==> src/rtl/acq_search_ctrl.sv <==
// Acquisition search scheduler for the GPS correlator.
// Steps through PRN x Doppler bins. For each bin it configures the correlator,
// lets the configuration settle, clears the accumulators and waits one dwell.
// It then samples the correlator peak and keeps the strongest one seen.
// At the end it reports best_* and a found flag, computed against the threshold
// that was latched at start.
//
// state   | meaning
// --------+----------------------------------------------------------
// IDLE    | waiting for start; results of the last sweep are held
// CONFIG  | drive PRN / doppler_tw for the current bin
// SETTLE  | let the correlator front end settle on the new config
// CLEAR   | one-cycle corr_clr pulse
// DWELL   | accumulate for DWELL_CYC cycles
// CAPTURE | compare accum_max against best, advance the bin
// DONE    | one-cycle done pulse, found valid
module acq_search_ctrl #(
    parameter int          PRN_FIRST    = 1,
    parameter int          PRN_LAST     = 32,
    parameter int          DOPP_BINS    = 21,
    parameter logic [31:0] DOPP_CTR_TW  = 32'd4294967,
    parameter logic [31:0] DOPP_STEP_TW = 32'd134218,
    parameter int          SETTLE_CYC   = 16,
    parameter int          DWELL_CYC    = 16000,
    parameter int          ACC_W        = 32,
    parameter int          ID_W         = 10
) (
    input  logic             CLK_16M,
    input  logic             RST,
    input  logic             start,
    input  logic             abort,
    input  logic [ACC_W-1:0] threshold,
    input  logic [ACC_W-1:0] accum_max,
    input  logic [ID_W-1:0]  max_ID,
    output logic [4:0]       PRN,
    output logic [31:0]      doppler_tw,
    output logic             corr_clr,
    output logic             busy,
    output logic             done,
    output logic             found,
    output logic [4:0]       best_prn,
    output logic [31:0]      best_tw,
    output logic [ID_W-1:0]  best_phase,
    output logic [ACC_W-1:0] best_mag
);

    localparam int          HALF    = (DOPP_BINS - 1) / 2;
    // Tuning word of bin 0. The arithmetic is done modulo 2^32, so the value
    // wraps when the centre is closer to zero than the half span.
    localparam logic [31:0] TW_LO   = DOPP_CTR_TW - 32'(HALF) * DOPP_STEP_TW;
    localparam int          TMR_MAX = (DWELL_CYC > SETTLE_CYC) ? DWELL_CYC : SETTLE_CYC;
    localparam int          TMR_W   = $clog2(TMR_MAX + 1);
    localparam int          K_W     = (DOPP_BINS > 1) ? $clog2(DOPP_BINS) : 1;

    typedef enum logic [2:0] {
        IDLE, CONFIG, SETTLE, CLEAR, DWELL, CAPTURE, DONE
    } state_t;

    state_t             state, nxt;
    logic [TMR_W-1:0]   tmr;
    logic [K_W-1:0]     k;
    // One bit wider than the PRN bus so that PRN 32 can be compared as the
    // last PRN. On the 5-bit bus, PRN 32 appears as 5'd0.
    logic [5:0]         prn_idx;
    logic [31:0]        tw_acc;
    logic [ACC_W-1:0]   thr_q;

    logic start_ok, last_bin, last_prn, cap_upd, tmr_tc;

    assign start_ok = (state == IDLE) && start && !abort;
    assign last_bin = (k == K_W'(DOPP_BINS - 1));
    assign last_prn = (prn_idx == 6'(PRN_LAST));
    assign tmr_tc   = (tmr == '0);
    assign cap_upd  = (state == CAPTURE) && !abort && (accum_max > best_mag);

    // State register
    always_ff @(posedge CLK_16M or posedge RST) begin
        if (RST) state <= IDLE;
        else     state <= nxt;
    end

    // Next-state and pulse/status outputs; abort overrides any transition
    always_comb begin
        nxt      = state;
        corr_clr = 1'b0;
        busy     = (state != IDLE);
        done     = 1'b0;
        case (state)
            IDLE:    if (start_ok) nxt = CONFIG;
            CONFIG:  nxt = SETTLE;
            SETTLE:  if (tmr_tc) nxt = CLEAR;
            CLEAR: begin
                corr_clr = 1'b1;
                nxt      = DWELL;
            end
            DWELL:   if (tmr_tc) nxt = CAPTURE;
            CAPTURE: nxt = (last_bin && last_prn) ? DONE : CONFIG;
            DONE: begin
                done = !abort;
                nxt  = IDLE;
            end
            default: nxt = IDLE;
        endcase
        if (abort && state != IDLE) nxt = IDLE;
    end

    // Settle/dwell down-counter, loaded on entry and stopping at terminal count
    always_ff @(posedge CLK_16M or posedge RST) begin
        if (RST) begin
            tmr <= '0;
        end else begin
            case (state)
                CONFIG:         tmr <= TMR_W'(SETTLE_CYC - 1);
                CLEAR:          tmr <= TMR_W'(DWELL_CYC - 1);
                SETTLE, DWELL:  if (!tmr_tc) tmr <= tmr - 1'b1;
                default:        tmr <= tmr;
            endcase
        end
    end

    // Sweep indices, correlator configuration, peak tracking and result flags
    always_ff @(posedge CLK_16M or posedge RST) begin
        if (RST) begin
            thr_q      <= '0;
            prn_idx    <= 6'(PRN_FIRST);
            k          <= '0;
            tw_acc     <= TW_LO;
            PRN        <= 5'(PRN_FIRST);
            doppler_tw <= DOPP_CTR_TW;
            found      <= 1'b0;
            best_prn   <= '0;
            best_tw    <= '0;
            best_phase <= '0;
            best_mag   <= '0;
        end else if (start_ok) begin
            thr_q      <= threshold;
            prn_idx    <= 6'(PRN_FIRST);
            k          <= '0;
            tw_acc     <= TW_LO;
            found      <= 1'b0;
            best_prn   <= '0;
            best_tw    <= '0;
            best_phase <= '0;
            best_mag   <= '0;
        end else if (abort && state != IDLE) begin
            found <= 1'b0;
        end else begin
            case (state)
                CONFIG: begin
                    PRN        <= prn_idx[4:0];
                    doppler_tw <= tw_acc;
                end
                CAPTURE: begin
                    if (cap_upd) begin
                        best_mag   <= accum_max;
                        best_prn   <= PRN;
                        best_tw    <= doppler_tw;
                        best_phase <= max_ID;
                    end
                    if (last_bin) begin
                        k       <= '0;
                        tw_acc  <= TW_LO;
                        prn_idx <= prn_idx + 1'b1;
                    end else begin
                        k      <= k + 1'b1;
                        tw_acc <= tw_acc + DOPP_STEP_TW;
                    end
                    // The final capture may still raise best_mag on this edge.
                    if (last_bin && last_prn)
                        found <= ((cap_upd ? accum_max : best_mag) > thr_q);
                end
                default: ;
            endcase
        end
    end

endmodule

==> config.mk <==
export PLATFORM = sky130hd
export DESIGN_NAME = acq_search_ctrl
export DESIGN_NICKNAME = d
export VERILOG_FILES = /design/src/rtl/acq_search_ctrl.sv
export SDC_FILE = /design/constraint.sdc
export NUM_CORES = 1
export LEC_CHECK = 0
export CORE_ASPECT_RATIO = 0.9
export CORE_MARGIN = 2
export CORE_UTILIZATION = 58
export CTS_CLUSTER_DIAMETER = 40
export DETAILED_ROUTE_END_ITERATION = 16
export GPL_ROUTABILITY_DRIVEN = 0
export PLACE_DENSITY = 0.91
export REMOVE_ABC_BUFFERS = 1
export SLEW_MARGIN = 15
export SYNTH_ARGS = -nofsm -noshare
export SYNTH_HDL_FRONTEND = slang
export SYNTH_SLANG_ARGS = --single-unit
==> constraint.sdc <==
create_clock -name CLK_16M -period 23.2 [get_ports CLK_16M]
set_clock_uncertainty 0.1 [all_clocks]
set_input_delay 5.8 -clock CLK_16M [delete_from_list [all_inputs] [get_ports CLK_16M]]
set_output_delay 5.8 -clock CLK_16M [all_outputs]
set_load 0.03 [all_outputs]
==> impl_metrics.toml <==
[clock_network]
clkLatencyLatePin_ns = 0.55
cts-buffers-inserted = 30
tritoncts_num_sinks = 209
root_driver = "clkbuf_16"
cts_post_setup_buffers_inserted = 0
cts_hold_buf = 0
cts_tree = "done"
cts_resized = 0
clock_path_buffers = 3
clk_transition_reported_paths_ns = 0.05
clock_tree.htree_level_count = 1

[power_and_ir_drop]
irDropWorstVdd_mv = 0.0589
combPwrFrac_pct = 22.5
switchingPower_uw = 408
power_per_cell_area_nw_per_um2 = 87.7
power_frac_seq_pct = 38.5
clock_power_share_pct = 39.0
switching_share_pct = 32.2
static-leakage-power_nw = 6.20
internal-power_uw = 861

[global_routing]
grtUsageTotal_pct = 30.4
grtUsageMet2_pct = 49.2
grt_first_pass_wirelength_um = 50300
first_global_vias = 10100
pin_count_of_the_biggest_net_entering_global_routing = 139
use_met1_pct = 39.2
met3_usage_pct = 6.93
gr-max-usage-layer = "met2"
globalRouteOverflowTotal = 0
grt_antenna_before_repair = 0

[timing]
post-route-period-util_pct = 57.2
rsz0062_at_grt = "no"
worst-slew-pin-transition_ns = 1.05
final_setup_violation_count = 0
setup_tns_ns = 0
maxClockFrequency_ghz = 0.0753
timing.final.crit_period_ns = 13.28
final_hold_viol_count = 0
finalHoldWorstSlack_ns = 0.390
finalMaxSlewViolations = 0
max_slew_margin_pct = 30.0

[floorplan]
chipHeight_um = 137
core.rowCount = 48
die_w_um = 151
start_util_pct = 59.1
die-area_um2 = 20700
core_region_area_um2 = 19200
pin_count = 198

[final_layout]
layout_cells_sized_above_1_pct = 12.8
n_antenna_cell = 0
syn2layout_area_growth_pct = 27.8
finish.net_count = 1479
finalCoreUtilization_pct = 75.6

[routing]
average_wire_per_standard_cell_um = 19.5
drcViolationCount = 0
routed-via-count = 10000
wl_um = 31300
ant_nets = 0
detail_route.iter0.violations = 953
routed_via_density = 6.25
drt_first_pass_iters = 5

[min_path]
timing.hold.worst_path_depth = 1
holdPathEnd = "k[4]"
min-delay-start = "k[4]"
min_path_type = "flip-flop to flip-flop"

[worst_setup_path]
standard_cell_with_the_maximum_stage_delay_on_the_critical_path = "clkdlybuf4s50_1"
reg2reg_from = "state[2]"
start_kind = "input pin"
timing.critical_path.mode_cell = "clkdlybuf4s50_1"
ff2ff_setup_slack_ns = 16.68
family_of_cells_with_the_greatest_summed_delay_on_the_critical_path = "buffers and inverters"
critPathRequiredTime_ns = 17.30
critPathBufInv = 2
worst-r2r-cell-count = 13
timing.critical_path.cells = "clkdlybuf4s50_1 > nor3_1 > clkdlybuf4s50_1"
arrival_ns = 7.38
crit_fanout = 8
reg2reg_to = "found"
setup.worst_path.end_class = "output port"
crit_type = "input pin to output port"
slowest_delay_ns = 0.70

[synthesis]
synth.yosys.warnings = 0
ys_seq_elements = 209
postSynthAreaPerCell_um2 = 9.72
edff_count_synth = 0
syn-instance-count = 1165
postSynth.topFlopCell = "dfrtp_1"
synth.distinct_cells = 70
async_flop_share_pct = 100
synth_sequential_area_ratio_pct = 46.4
mappedNetlistArea_um2 = 11300

[outcome]
status = "finished, final reports clean"

[place]
detailed_place_hpwl_um = 19600
placement.io_buffers = 197

[flow_run]
drv_cap = 0
-- layout make-up --
cell class | count | area, um2
multi-input cells | 808 | 5480
flip-flops and latches | 209 | 5260
fillers | 1196 | 4680
repair buffers | 204 | 2020
clock buffers | 35 | 811
well taps | 250 | 313
inverters | 78 | 300
clock inverters | 21 | 292
-- synthesized netlist by cell type (3+ instances only) --
library cell / count / share of area [%]
dfrtp_1: 186 / 41
o21ai_0: 172 / 7.6
nand2_1: 139 / 4.6
inv_1: 78 / 2.6
ha_1: 70 / 7.7
a21oi_1: 61 / 2.7
mux2_2: 58 / 5.8
nor2_1: 46 / 1.5
clkbuf_1: 42 / 1.4
a22o_1: 35 / 2.7
nand4_1: 25 / 1.4
dfstp_2: 23 / 5.3
buf_2: 20 / 0.88
nand3_1: 17 / 0.75
a21o_1: 12 / 0.80
a31oi_1: 12 / 0.66
nor3_1: 11 / 0.49
a211oi_1: 10 / 0.66
mux2_4: 10 / 1.3
o211ai_1: 9 / 0.60
xor2_1: 8 / 0.62
and3_1: 7 / 0.39
o31ai_1: 7 / 0.46
nor2b_1: 5 / 0.28
or2_2: 5 / 0.28
a2111oi_0: 4 / 0.31
a22oi_1: 4 / 0.27
and2_1: 4 / 0.22
and4_1: 4 / 0.31
mux2i_1: 4 / 0.35
nor4_2: 4 / 0.44
nor4b_1: 4 / 0.31
or3_1: 4 / 0.22
buf_1: 3 / 0.099
buf_6: 3 / 0.30
maj3_1: 3 / 0.27
nor4_1: 3 / 0.17
o211a_1: 3 / 0.27
o21ai_1: 3 / 0.13
o221ai_1: 3 / 0.23
o311ai_0: 3 / 0.23
-- metal layers --
| metal | part of all wire (%) | vias up |
|---|---|---|
| li1 | - | 4552 |
| met1 | 41 | 4894 |
| met4 | 4.0 | 0 |
| met3 | 8.1 | 102 |
| met2 | 47 | 487 |
| met5 | 0 | - |
-- state kept, by name, summed over array words and instances (netlist names) --
signal,flops
state,3
best_tw,32
tw_acc,32
best_prn,5
prn_idx,6
k,5
best_phase,10
best_mag,32
doppler_tw,32
PRN,5
found,1
tmr,14
thr_q,32
-- power by group through the flow --
stage / sequential (mW) / clock [mW] / combinational, mW
CTS: 0.487 / 0.499 / 0.284
detailed placement: 0.491 / 0 / 0.277
finish: 0.489 / 0.495 / 0.285
floorplan: 0.514 / 0 / 0.143
global route: 0.495 / 0.514 / 0.313
global placement: 0.488 / 0 / 0.266
-- through the flow --
stage	cells	area (um2)	power, mW	worst slack, ns
after floorplan	1095	11000	0.657	10.82
after global placement	1549	13400	0.754	9.98
after detailed placement	1549	13400	0.768	9.93
after CTS	1605	14500	1.27	9.93
after global routing	1605	14500	1.32	9.82
final	1605	14500	1.27	9.92
-- logic make-up (layout without fill, tap and decap cells) --
family,count (synthesis),count (layout),share of synthesized area (%)
AOI/OAI and AO/OA,364,364,19.7
xor gates and xnor gates,8,8,0.619
adders and majority gates,73,73,8.00
buffers and inverters,148,338,5.39
DFF,209,209,46.4
muxes,72,72,7.45
and+or+nand+nor,291,291,12.4
-- cell usage in the layout, fill, tap and decap left out, types with 17 or more instances in the layout --
cell / synthesis / final
a21oi_1: 61 / 61
a22o_1: 35 / 35
clkbuf_16: 0 / 31
clkdlybuf4s50_1: 0 / 197
dfrtp_1: 186 / 186
dfstp_2: 23 / 23
ha_1: 70 / 70
inv_1: 78 / 77
mux2_2: 58 / 58
nand2_1: 139 / 138
nand3_1: 17 / 17
nand4_1: 25 / 25
nor2_1: 46 / 46
o21ai_0: 172 / 172
-- worst max path at each step --
stage	endpoint	slack, ns	cells after the start	start
after floorplan	done	10.82	1	abort
after global placement	done	9.98	3	abort
after detailed placement	done	9.93	3	abort
after CTS	done	9.93	3	abort
after global routing	done	9.82	3	abort
final	done	9.92	3	abort
Power figures use the tool's default switching activity.
